--- src/rtl/pipe_ctrl_if.sv ---
// Request/response bundle between the fetch-front-end sequencer and its neighbours
// (execute, interrupt source, bus, pc_reg, if_id).
interface pipe_ctrl_if;
    logic        ex_jump_flag_i;
    logic [31:0] ex_jump_addr_i;
    logic        ex_hold_req_i;
    logic        bus_hold_req_i;
    logic        int_req_i;
    logic [31:0] int_addr_i;
    logic        int_ack_o;
    logic        jump_flag_o;
    logic [31:0] jump_addr_o;
    logic [2:0]  hold_flag_o;
    logic        stall_timeout_o;
    logic [1:0]  state_o;

    // Requester side: execute / interrupt / bus drive requests and observe the sequencer.
    modport master (
        output ex_jump_flag_i, ex_jump_addr_i, ex_hold_req_i, bus_hold_req_i,
               int_req_i, int_addr_i,
        input  int_ack_o, jump_flag_o, jump_addr_o, hold_flag_o,
               stall_timeout_o, state_o
    );

    modport slave (
        input  ex_jump_flag_i, ex_jump_addr_i, ex_hold_req_i, bus_hold_req_i,
               int_req_i, int_addr_i,
        output int_ack_o, jump_flag_o, jump_addr_o, hold_flag_o,
               stall_timeout_o, state_o
    );
endinterface

--- src/rtl/pipe_ctrl.sv ---
// Fetch front-end sequencer: boot sequence, redirect/interrupt arbitration, flush
// bubbles, hold merging and a sticky stall watchdog. Outputs decode state + inputs.
module pipe_ctrl #(
    parameter int unsigned BOOT_CYCLES   = 4,
    parameter int unsigned FLUSH_CYCLES  = 2,
    parameter int unsigned STALL_TIMEOUT = 1024,
    parameter logic [31:0] RESET_ADDR    = 32'h0
) (
    input  logic        clk,
    input  logic        rst,
    pipe_ctrl_if.slave  bus
);

    typedef enum logic [1:0] {
        ST_BOOT  = 2'd0,
        ST_RUN   = 2'd1,
        ST_FLUSH = 2'd2,
        ST_STALL = 2'd3
    } state_t;

    typedef enum logic [2:0] {
        HOLD_NONE = 3'd0,
        HOLD_PC   = 3'd1,
        HOLD_IF   = 3'd2,
        HOLD_ID   = 3'd3
    } hold_t;

    localparam int unsigned CNT_MAX = (BOOT_CYCLES > FLUSH_CYCLES) ? BOOT_CYCLES : FLUSH_CYCLES;
    localparam int unsigned CNT_W   = (CNT_MAX > 1) ? $clog2(CNT_MAX) : 1;
    localparam int unsigned ST_W    = $clog2(STALL_TIMEOUT + 1);

    localparam logic [CNT_W-1:0] BOOT_LOAD  = CNT_W'(BOOT_CYCLES - 1);
    localparam logic [CNT_W-1:0] FLUSH_LOAD = CNT_W'(FLUSH_CYCLES - 1);
    localparam logic [ST_W-1:0]  STALL_MAX  = ST_W'(STALL_TIMEOUT);

    state_t           r_state;
    logic [CNT_W-1:0] r_cnt;
    logic [ST_W-1:0]  r_stall_cnt;
    logic             r_timeout;

    state_t           w_next_state;
    logic [CNT_W-1:0] w_next_cnt;
    logic             w_jump;
    logic [31:0]      w_addr;
    hold_t            w_hold;
    logic             w_ack;
    logic             w_any_hold;
    logic             w_wd_req;

    assign w_any_hold = bus.ex_hold_req_i | bus.bus_hold_req_i;
    assign w_wd_req   = ((r_state == ST_RUN) || (r_state == ST_STALL)) && w_any_hold;

    always_comb begin
        // NOTE: every signal gets a default first so no path through the case infers a latch.
        w_next_state = r_state;
        w_next_cnt   = r_cnt;
        w_jump       = 1'b0;
        w_addr       = 32'h0;
        w_hold       = HOLD_NONE;
        w_ack        = 1'b0;

        unique case (r_state)
            ST_BOOT: begin
                w_jump = 1'b1;
                w_addr = RESET_ADDR;
                w_hold = HOLD_ID;
                if (r_cnt == '0) w_next_state = ST_RUN;
                else             w_next_cnt   = r_cnt - 1'b1;
            end

            ST_RUN: begin
                if (bus.ex_jump_flag_i) begin
                    w_jump       = 1'b1;
                    w_addr       = bus.ex_jump_addr_i;
                    w_hold       = HOLD_ID;
                    w_next_state = ST_FLUSH;
                    w_next_cnt   = FLUSH_LOAD;
                end else if (bus.int_req_i) begin
                    w_ack        = 1'b1;
                    w_jump       = 1'b1;
                    w_addr       = bus.int_addr_i;
                    w_hold       = HOLD_ID;
                    w_next_state = ST_FLUSH;
                    w_next_cnt   = FLUSH_LOAD;
                end else if (w_any_hold) begin
                    w_hold       = bus.ex_hold_req_i ? HOLD_ID : HOLD_PC;
                    w_next_state = ST_STALL;
                end
            end

            ST_FLUSH: begin
                // A redirect during the bubbles restarts them from the new target.
                if (bus.ex_jump_flag_i) begin
                    w_jump     = 1'b1;
                    w_addr     = bus.ex_jump_addr_i;
                    w_hold     = HOLD_ID;
                    w_next_cnt = FLUSH_LOAD;
                end else begin
                    w_hold = HOLD_IF;
                    if (r_cnt == '0) w_next_state = ST_RUN;
                    else             w_next_cnt   = r_cnt - 1'b1;
                end
            end

            ST_STALL: begin
                if (bus.ex_jump_flag_i) begin
                    w_jump       = 1'b1;
                    w_addr       = bus.ex_jump_addr_i;
                    w_hold       = HOLD_ID;
                    w_next_state = ST_FLUSH;
                    w_next_cnt   = FLUSH_LOAD;
                end else if (bus.ex_hold_req_i) begin
                    w_hold = HOLD_ID;
                end else if (bus.bus_hold_req_i) begin
                    w_hold = HOLD_PC;
                end else begin
                    w_next_state = ST_RUN;
                end
            end

            default: w_next_state = ST_BOOT;
        endcase
    end

    // NOTE: all state below updates with non-blocking assignments so every register
    // samples the same pre-edge values regardless of statement order.
    always_ff @(posedge clk or posedge rst) begin
        if (rst) begin
            r_state     <= ST_BOOT;
            r_cnt       <= BOOT_LOAD;
            r_stall_cnt <= '0;
            r_timeout   <= 1'b0;
        end else begin
            r_state <= w_next_state;
            r_cnt   <= w_next_cnt;

            if (!w_wd_req)                 r_stall_cnt <= '0;
            else if (r_stall_cnt != STALL_MAX) r_stall_cnt <= r_stall_cnt + 1'b1;

            // Sticky until reset; the watchdog only reports, it never alters sequencing.
            if (w_wd_req && (r_stall_cnt == STALL_MAX)) r_timeout <= 1'b1;
        end
    end

    assign bus.jump_flag_o     = w_jump;
    assign bus.jump_addr_o     = w_addr;
    assign bus.hold_flag_o     = w_hold;
    assign bus.int_ack_o       = w_ack;
    assign bus.stall_timeout_o = r_timeout;
    assign bus.state_o         = r_state;

endmodule
--- src/flat_wrapper.sv ---
// flat-port wrapper written by rule: the top's interface ports become plain ports
module pipe_ctrl_flat 
#(
    parameter int unsigned BOOT_CYCLES   = 4,
    parameter int unsigned FLUSH_CYCLES  = 2,
    parameter int unsigned STALL_TIMEOUT = 1024,
    parameter logic [31:0] RESET_ADDR    = 32'h0
)
  (clk, rst, bus_ex_jump_flag_i, bus_ex_jump_addr_i, bus_ex_hold_req_i, bus_bus_hold_req_i, bus_int_req_i, bus_int_addr_i, bus_int_ack_o, bus_jump_flag_o, bus_jump_addr_o, bus_hold_flag_o, bus_stall_timeout_o, bus_state_o);
  pipe_ctrl_if bus_i ();
  input  logic clk;
  input  logic rst;
  input wire logic [$bits(bus_i.ex_jump_flag_i)-1:0] bus_ex_jump_flag_i;
  input wire logic [$bits(bus_i.ex_jump_addr_i)-1:0] bus_ex_jump_addr_i;
  input wire logic [$bits(bus_i.ex_hold_req_i)-1:0] bus_ex_hold_req_i;
  input wire logic [$bits(bus_i.bus_hold_req_i)-1:0] bus_bus_hold_req_i;
  input wire logic [$bits(bus_i.int_req_i)-1:0] bus_int_req_i;
  input wire logic [$bits(bus_i.int_addr_i)-1:0] bus_int_addr_i;
  output wire logic [$bits(bus_i.int_ack_o)-1:0] bus_int_ack_o;
  output wire logic [$bits(bus_i.jump_flag_o)-1:0] bus_jump_flag_o;
  output wire logic [$bits(bus_i.jump_addr_o)-1:0] bus_jump_addr_o;
  output wire logic [$bits(bus_i.hold_flag_o)-1:0] bus_hold_flag_o;
  output wire logic [$bits(bus_i.stall_timeout_o)-1:0] bus_stall_timeout_o;
  output wire logic [$bits(bus_i.state_o)-1:0] bus_state_o;
  assign bus_i.ex_jump_flag_i = bus_ex_jump_flag_i;
  assign bus_i.ex_jump_addr_i = bus_ex_jump_addr_i;
  assign bus_i.ex_hold_req_i = bus_ex_hold_req_i;
  assign bus_i.bus_hold_req_i = bus_bus_hold_req_i;
  assign bus_i.int_req_i = bus_int_req_i;
  assign bus_i.int_addr_i = bus_int_addr_i;
  assign bus_int_ack_o = bus_i.int_ack_o;
  assign bus_jump_flag_o = bus_i.jump_flag_o;
  assign bus_jump_addr_o = bus_i.jump_addr_o;
  assign bus_hold_flag_o = bus_i.hold_flag_o;
  assign bus_stall_timeout_o = bus_i.stall_timeout_o;
  assign bus_state_o = bus_i.state_o;
  pipe_ctrl #(.BOOT_CYCLES(BOOT_CYCLES), .FLUSH_CYCLES(FLUSH_CYCLES), .STALL_TIMEOUT(STALL_TIMEOUT), .RESET_ADDR(RESET_ADDR)) u_core (.clk(clk), .rst(rst), .bus(bus_i));
endmodule
--- config.mk ---
export PLATFORM = sky130hd
export DESIGN_NAME = pipe_ctrl_flat
export DESIGN_NICKNAME = d
export VERILOG_FILES = /design/src/rtl/pipe_ctrl_if.sv /design/src/rtl/pipe_ctrl.sv /design/src/flat_wrapper.sv
export SDC_FILE = /design/constraint.sdc
export NUM_CORES = 1
export LEC_CHECK = 0
export CORE_UTILIZATION = 29
export DETAILED_ROUTE_END_ITERATION = 6
export HOLD_SLACK_MARGIN = 0.12
export PLACE_DENSITY = 0.87
export SLEW_MARGIN = 10
export SYNTH_ARGS = -nofsm -noshare
export SYNTH_HDL_FRONTEND = slang
export SYNTH_SLANG_ARGS = --single-unit
--- constraint.sdc ---
create_clock -name clk -period 1.34 [get_ports clk]
set_input_delay 0.134 -clock clk [delete_from_list [all_inputs] [get_ports clk]]
set_output_delay 0.134 -clock clk [all_outputs]
set_load 0.005 [all_outputs]
# Word level (Yosys, flattened, before mapping)
# Cells that the tools add are included.
dict set report word_totals {
  input_bits 70
  output_inout_bits 40
  register_bits 16
}
dict set report classes {
  eq_ne 12
  n_reduce_logical 8
  n_mux 36
  bitwise_logic 1
  addsub 2
}
# op n
set ops {}
lappend ops {{$mux 32} 3}
lappend ops {{$pmux 32 s3} 1}
lappend ops {{$mux 2} 14}
lappend ops {{$mux 11} 2}
lappend ops {{$pmux 2 s4} 2}
lappend ops {{$mux 3} 5}
lappend ops {{$pmux 3 s4} 1}
lappend ops {{$add 11x1->11 const B} 1}
lappend ops {{$eq 11x11->1 const B} 1}
lappend ops {{$ne 11x11->1 const B} 1}
lappend ops {{$ne 3x3->1 const B} 3}
lappend ops {{$mux 1} 7}
lappend ops {{$ne 2x2->1 const B} 3}
lappend ops {{$eq 2x2->1 const B} 2}
lappend ops {{$logic_not 2->1} 2}
lappend ops {{$ne 4x3->1 const B} 1}
lappend ops {{$reduce_and 4->1} 1}
lappend ops {{$pmux 1 s3} 1}
lappend ops {{$eq 2x1->1 const B} 1}
lappend ops {{$logic_and 1x1->1} 2}
lappend ops {{$reduce_and 2->1} 1}
lappend ops {{$reduce_or 2->1} 1}
lappend ops {{$sub 2x1->2 const B} 1}
lappend ops {{$logic_or 1x1->1} 1}
lappend ops {{$or 1x1->1} 1}

# Logic depth before layout (Yosys ltp)
# Gate-level depths: netlist of the first run.
dict set report depth {
  ltp_word 5
  mapped_depth 5
  mapped_depth_nobuf 5
}

# Worst setup path before layout of the first run
# OpenSTA, ideal clock, no wires.
dict set report synth_timing {
  path_kind {register to register}
  startpoint {reg u_core.r_stall_cnt[0]}
  endpoint {reg u_core.r_stall_cnt[0]}
  path_stages_with_launch 6
  setup_ps 128
  arrival_time_ps 1284
  path_slack_ps -72
  t_required_ps 1212
  cell_sequence {dfrtp_1 -> inv_1 -> ha_1 -> nor4b_2 -> nand3_1 -> mux2_1}
}
dict set report synth_via {
  elab_chain_len 3
}
# item line_no
set synth_lines {}
lappend synth_lines {{start: declaration} pipe_ctrl.sv:38} ;# logic [ST_W-1:0] r_stall_cnt;
lappend synth_lines {{start signal: assignment} pipe_ctrl.sv:138} ;# else if (r_stall_cnt != STALL_MAX) r_stall_cnt <= r_stall_cnt + 1'b1;
lappend synth_lines {{$add 11x1->11} pipe_ctrl.sv:138}
lappend synth_lines {{$mux 11} pipe_ctrl.sv:138}
lappend synth_lines {{$mux 11} pipe_ctrl.sv:137} ;# if (!w_wd_req) r_stall_cnt <= '0;
# Parallel ways exist; a longest one is shown, timed or not. The select of a mux whose other input is x is not followed.
# A chain may end at the register's enable or synchronous reset.

# Worst setup path in the final report of the first run
dict set report layout_timing {
  startpoint {reg u_core.r_state[1] (netlist: u_core.bus.state_o[1])}
  endpoint {out bus_jump_addr_o[22]}
}
dict set report layout_via {
  elab_chain_len 3
}
# item line_no
set layout_lines {}
lappend layout_lines {{start: declaration} pipe_ctrl.sv:36} ;# state_t r_state;
lappend layout_lines {{start signal: assignment} pipe_ctrl.sv:134} ;# r_state <= w_next_state;
lappend layout_lines {{$eq 2x2->1} pipe_ctrl.sv:62} ;# unique case (r_state)
lappend layout_lines {{$reduce_or 2->1 (no source line)} n/a}
lappend layout_lines {{$pmux 32 s3 *} pipe_ctrl.sv:62}
lappend layout_lines {{end: declaration} flat_wrapper.sv:21} ;# output wire logic [$bits(bus_i.jump_addr_o)-1:0] bus_jump_addr_o;
# Every way passes the cells marked *; elsewhere a longest branch is shown, timed or not.

==> flow_summary.yaml, run 1 <==
synthesis:
  synthTopCellsByArea: "dfrtp_1, a22oi_1, nor2_1"
  synth-compound-area-share: 0.312
  synth_top_area_frac: 0.269
  syn_avg_cell_area_um2: 7.71
  ys.flop_type: "dfrtp_1"
  post-synth-top-area-cell: "dfrtp_1"
  synth.most_common_cell: "nor2_1"
  synth_common_cells: "nor2_1, a22oi_1, dfrtp_1, a21oi_1, clkbuf_1"
  yosys.cell_types.count: 33
  synthAdderAreaFrac: 0.0192
  async_flop_share: 1.00
  yosysWarnings: 0
  syn_inst: 169
  yosys.area_share.simple: 0.263
  synth-edff-count: 0
  mappedNetlistArea_um2: 1300
  syn-num-nets: 241
  muxShareOfSynthArea: 0.0163
  ys_seq_elements: 16
  ys_seq_area_frac: 0.309
  synth_top_family_by_area: "compound AO/OA/AOI/OAI gates"
  synthXorXnorAreaFrac: 0.0134
final_layout:
  finalNetCount: 401
  drive_above_1_share: 0.482
  utilization: 0.736
  n_fill_cell: 292
  register_area_um2: 405
  multi_input_area_um2: 1100
  num_antenna_cells: 0
  syn_to_final_growth_pct: 144
timing:
  hold_viol: 0
  worst_slack_ns: -0.371
  rsz0062_at_grt: "true"
  min_period_ns: 1.71
  clock.fmax_mhz: 584
  fin_crit_sh: 1.28
  finalSetupTns_ns: -11.12
  fin_worst_skew_ns: 0.00187
  drv_slew: 0
  setup_viol: 47
floorplan:
  row_count: 24
  die_width_um: 69.1
  ioPinCount: 110
  die_y_um: 69.1
  coreArea_um2: 4320
  start_util: 0.302
  die-area_um2: 4770
global_route:
  antenna_found_initial: 0
  grt_pass1_wl_um: 9160
  grt_pass1_vias: 2039
  grt-ovfl-total: 0
  grt_use_total: 0.232
  grt_max_degree: 22
placement:
  numPortBuffers: 108
  dp_hpwl_um: 3710
  place.gp.congestion: 0.790
worst_setup_path:
  path_max_fanout: 6
  reg2reg_depth: 5
  path_depth: 7
  cp-end-kind: "primary output"
  worstPathArrival_ns: 1.58
  worstPathCellList: "nor3b_4 > buf_6 > buf_6 > buf_16 > a22oi_2 > nor2_1 > buf_2"
  critical_path_required_ns: 1.21
  cpPeakStageDelay_ns: 0.40
  cpMostUsedCell: "buf_6"
  cp_top_family: "buffers and inverters"
  critPathKind: "reg2out"
  start_kind: "flip-flop"
  crit_buf_inv: 4
  slowest_stage: "dfrtp_1"
route:
  post-route-drc-count: 0
  via_count: 2053
  dr.pass1.iters: 5
  ant_nets: 0
  via_per_inst: 5.40
  drt_iter0_drc: 81
  routed_wl_um: 6560
  avgRoutedWirePerCell_um: 17.3
status:
  status: "complete, but fails checks"
  violations: "negative setup slack"
clock_tree:
  htreeDepth: 1
  clockRootBuffer: "clkbuf_8"
  cts_buffer_depth: 2
  numCtsBuffers: 3
  cts_tree: "yes"
  clk_pin_slew_ns: 0.07
  clk_latency_ns: 0.25
  cts_sinks: 16
flow_run:
  cap_violations: 0
hold_path:
  hold_path.class: "in2async"
pwr:
  leakagePower_nw: 1.37
  p_per_area_nw_per_um2: 1150
  ir_worst_vdd_v: 0.000648
  finalPower_mw: 3.66
kinds of logic after synthesis:
| family | Yosys count |
|---|---|
| AND/OR/NAND/NOR | 68 |
| AO/OA/AOI/OAI | 58 |
| buffers and inverters | 20 |
| flip-flops | 16 |
| adder cells (fa/ha/maj) | 2 |
| XOR/XNOR | 2 |
| multiplexers | 2 |
| other | 1 |
metal layers:
metal  routed length, um  up-vias  part of all wire  track usage
li1                    -      940                 -            -
met1                2560      999              0.39        0.265
met2                3480       92              0.53        0.427
met3                 328       22             0.050       0.0322
met4                 190        0             0.029       0.0930
met5                   0        -                 0            0
state kept, by name (all words and copies together) (netlist names):
signal,flops
u_core.bus.stall_timeout_o,1
u_core.bus.state_o,2
u_core.r_cnt,2
u_core.r_stall_cnt,11
where the power goes:
part,internal [mW],total [mW],leakage [nW],switching (mW)
clock network,0.261,0.434,0.0288,0.173
logic,1.46,2.61,1.14,1.15
registers,0.562,0.621,0.207,0.0590
path summary, 6_finish.rpt:
check	slack, ns	endpoint	startpoint
max	-0.37	bus_jump_addr_o[22]	u_core.bus.state_o[1]
min	0.18	u_core.bus.stall_timeout_o	rst
max reg2reg	-0.17	u_core.r_stall_cnt[0]	u_core.r_stall_cnt[0]
min reg2reg	0.49	u_core.bus.stall_timeout_o	u_core.bus.stall_timeout_o
max in group asynchronous	0.91	u_core.r_cnt[1]	rst
min in group clk	0.49	u_core.bus.stall_timeout_o	u_core.bus.stall_timeout_o
area by class of cell:
| class | count | share of cell area |
|---|---|---|
| well taps | 52 | 0.0204 |
| multi-input cells | 133 | 0.346 |
| clock buffers | 4 | 0.0173 |
| flip-flops and latches | 16 | 0.127 |
| inverters | 7 | 0.00826 |
| repair buffers | 168 | 0.481 |
cell usage in the layout (no fill, tap or decap), types with 2 or more instances in the layout:
master and instances:
clkdlybuf4s50_1 68, nor2_1 39, buf_2 35, buf_4 31
buf_6 24, a22oi_2 23, dfrtp_1 12, a22oi_1 9
nand2_1 5, a21oi_2 5, inv_1 5, o21ai_0 4
clkbuf_8 4, nand3_2 3, o31ai_1 3, a21oi_1 3
or3_1 3, dlygate4sd2_1 3, nand3_4 2, xor2_1 2
or4_1 2, nor4b_4 2, nor2b_4 2, o21a_1 2
a211oi_2 2, or4_4 2, inv_2 2, nand2b_1 2
buf_16 2, buf_12 2, dfstp_2 2, dfrtp_2 2
worst register-to-register path, cell delays in order, from the launching register on:
cell and delay [ns]:
dfrtp_1 0.40, inv_2 0.08, ha_1 0.16, nor4b_4 0.28
nand3_2 0.16, mux2_4 0.32
timing repair:
action | CTS | global route
pin swaps | 59 | 44
hold buffers | 0 | 0
buffers inserted | 13 | 14
endpoints found under the setup margin | 48 | 52
gates cloned | 3 | 2
resized for setup | 199 | 39
stage by stage:
| stage | area (um2) | worst slack, ns | cells | hold slack, ns |
|---|---|---|---|---|
| floorplan | 1330 | -0.0297 | 169 | 0.0463 |
| global placement | 2650 | -0.604 | 345 | 0.461 |
| detailed placement | 2650 | -0.669 | 345 | 0.467 |
| CTS | 2920 | -0.355 | 365 | 0.198 |
| global route | 3180 | -0.431 | 380 | 0.239 |
| finish | 3180 | -0.371 | 380 | 0.182 |
Power figures use the tool's default switching activity.
==> inputs of run 2 (changes only) <==
GPL_ROUTABILITY_DRIVEN = 1   (was default)
==> results of run 2 <==
Same layout as run 1: the final DEF is identical, and so are final timing and power.
==> inputs of run 3 (changes only) <==
CTS_CLUSTER_DIAMETER = 120   (was default)
PLACE_DENSITY = 0.84   (was 0.87)
==> flow_summary.yaml, run 3 (synthesized netlist as in run 1, its figures left out) <==
final_layout:
  most-common-layout-cells: "clkdlybuf4s50_1, nor2_1, buf_2, a22oi_2, buf_4"
  num_antenna_cells: 0
  fin_area_um2: 3160
  drive_above_1_share: 0.483
  n_fill_cell: 294
  layout_commonest_cell: "clkdlybuf4s50_1"
  largest_register_ffs: 11
  finalNetCount: 394
  regMostFlops: "u_core.r_stall_cnt"
  register_area_um2: 408
  fin_cells: 373
  multi_input_area_um2: 1100
  syn_to_final_growth_pct: 143
worst_setup_path:
  path_max_fanout: 7
  cp-end-kind: "primary output"
  start_kind: "flip-flop"
  worstPathArrival_ns: 1.63
  critPathKind: "reg2out"
  critical_path_required_ns: 1.21
global_route:
  antenna_found_initial: 0
  grt_max_degree: 28
  grt_use_total: 0.243
  grt_pass1_wl_um: 9500
  grt-ovfl-total: 0
  grt_pass1_vias: 2032
timing:
  worst_slack_ns: -0.423
  rsz0062_at_grt: "true"
  min_period_ns: 1.76
  fin_crit_sh: 1.32
  fin_worst_skew_ns: 0.00269
  whs_ns: 0.193
  clock.fmax_mhz: 567
  drv_slew: 0
  hold_viol: 0
  finalSetupTns_ns: -11.52
  setup_viol: 45
placement:
  dp.cells: 349
  dp_hpwl_um: 3900
  place.gp.congestion: 0.763
  place_ws_ns: -0.597
  numPortBuffers: 108
  post_dp_cell_area_um2: 2720
clock_tree:
  cts_buffer_depth: 2
  clockRootBuffer: "clkbuf_8"
  clk_pin_slew_ns: 0.07
  cts_sinks: 16
  htreeDepth: 1
  numCtsBuffers: 3
  clk_latency_ns: 0.26
  cts_tree: "yes"
  hold_buffers: 0
floorplan:
  die_y_um: 69.1
  row_count: 24
  die_width_um: 69.1
  coreArea_um2: 4320
  start_util: 0.302
  die-area_um2: 4770
  ioPinCount: 110
status:
  status: "complete, but fails checks"
  violations: "negative setup slack"
flow_run:
  cap_violations: 0
hold_path:
  hold_path.class: "in2async"
route:
  drt_iter0_drc: 59
  wl_met2_um: 3400
  routed_wl_um: 6200
  post-route-drc-count: 0
  wl_met3_um: 365
  ant_nets: 0
  via_count: 1996
  avgRoutedWirePerCell_um: 16.6
  dr.pass1.iters: 5
  drt-met1-wl_um: 2290
  via_per_inst: 5.35
  highest_layer: "met4"
pwr:
  p_per_area_nw_per_um2: 1090
  leakagePower_nw: 1.34
  ir_worst_vdd_v: 0.000558
==> run 3: cell types whose count changed in the layout (fill, tap and decap cells not counted), moves of 2 or more <==
cell / before / now
a211oi_2: 2 / 0
buf_6: 24 / 20
buf_4: 31 / 26
dfrtp_1: 12 / 10
a22oi_2: 23 / 27
nor2b_4: 2 / 0
a211oi_1: 0 / 2
clkdlybuf4s15_1: 1 / 3
dfrtp_2: 2 / 4
a22oi_1: 9 / 5
buf_2: 35 / 32
buf_12: 2 / 5
==> run 3: path summary, 6_finish.rpt <==
kind / start / to / slack (ns) / depth (start not counted)
worst max-delay path: u_core.bus.state_o[1] / bus_jump_addr_o[27] / -0.42 / 7
worst min-delay path: rst / u_core.bus.stall_timeout_o / 0.19 / 3
worst max register to register: u_core.r_stall_cnt[0] / u_core.r_stall_cnt[0] / -0.13 / 5
worst min register to register: u_core.bus.stall_timeout_o / u_core.bus.stall_timeout_o / 0.48 / 1
max in group asynchronous: rst / u_core.r_cnt[1] / 0.90 / 3
min in group clk: bus_ex_jump_flag_i / u_core.r_cnt[1] / 0.42 / 3
==> run 3: where the power goes <==
| part | internal, mW | switching [mW] |
|---|---|---|
| clock | 0.261 | 0.182 |
| sequential | 0.565 | 0.0940 |
| combinational | 1.34 | 1.00 |
==> run 3: critical path, stage by stage (launching register included) <==
cell	delay, ns
dfrtp_1	0.43
nor3b_4	0.25
buf_6	0.14
buf_6	0.11
buf_16	0.12
a22oi_2	0.05
nor2_1	0.13
buf_2	0.14
==> run 3: area by class of cell <==
class | instances | share of cell area
multi-input cells | 133 | 0.348
well taps | 52 | 0.0206
inverters | 7 | 0.00830
flip-flops and latches | 16 | 0.129
clock buffers | 4 | 0.0174
repair buffers | 161 | 0.477
==> run 3: routing by layer <==
| metal | up-vias | global-route usage |
|---|---|---|
| met5 | - | 0 |
| met4 | 0 | 0.0794 |
| met3 | 17 | 0.0599 |
| met2 | 92 | 0.471 |
| met1 | 956 | 0.249 |
| li1 | 931 | - |
==> run 3: timing repair <==
item | in CTS | in global routing
endpoints found under the setup margin | 47 | 53
gates resized for setup | 188 | 40
buffers inserted | 13 | 7
cloned | 3 | 2
pin swaps | 47 | 48
==> run 3: stage by stage <==
stage / utilization / total power [mW]
6_report: 0.732 / 3.45
5_1_grt: 0.732 / 3.65
4_1_cts: 0.690 / 3.18
3_5_place_dp: 0.629 / 2.52
3_3_place_gp: 0.629 / 2.50
2_1_floorplan: - / 1.35
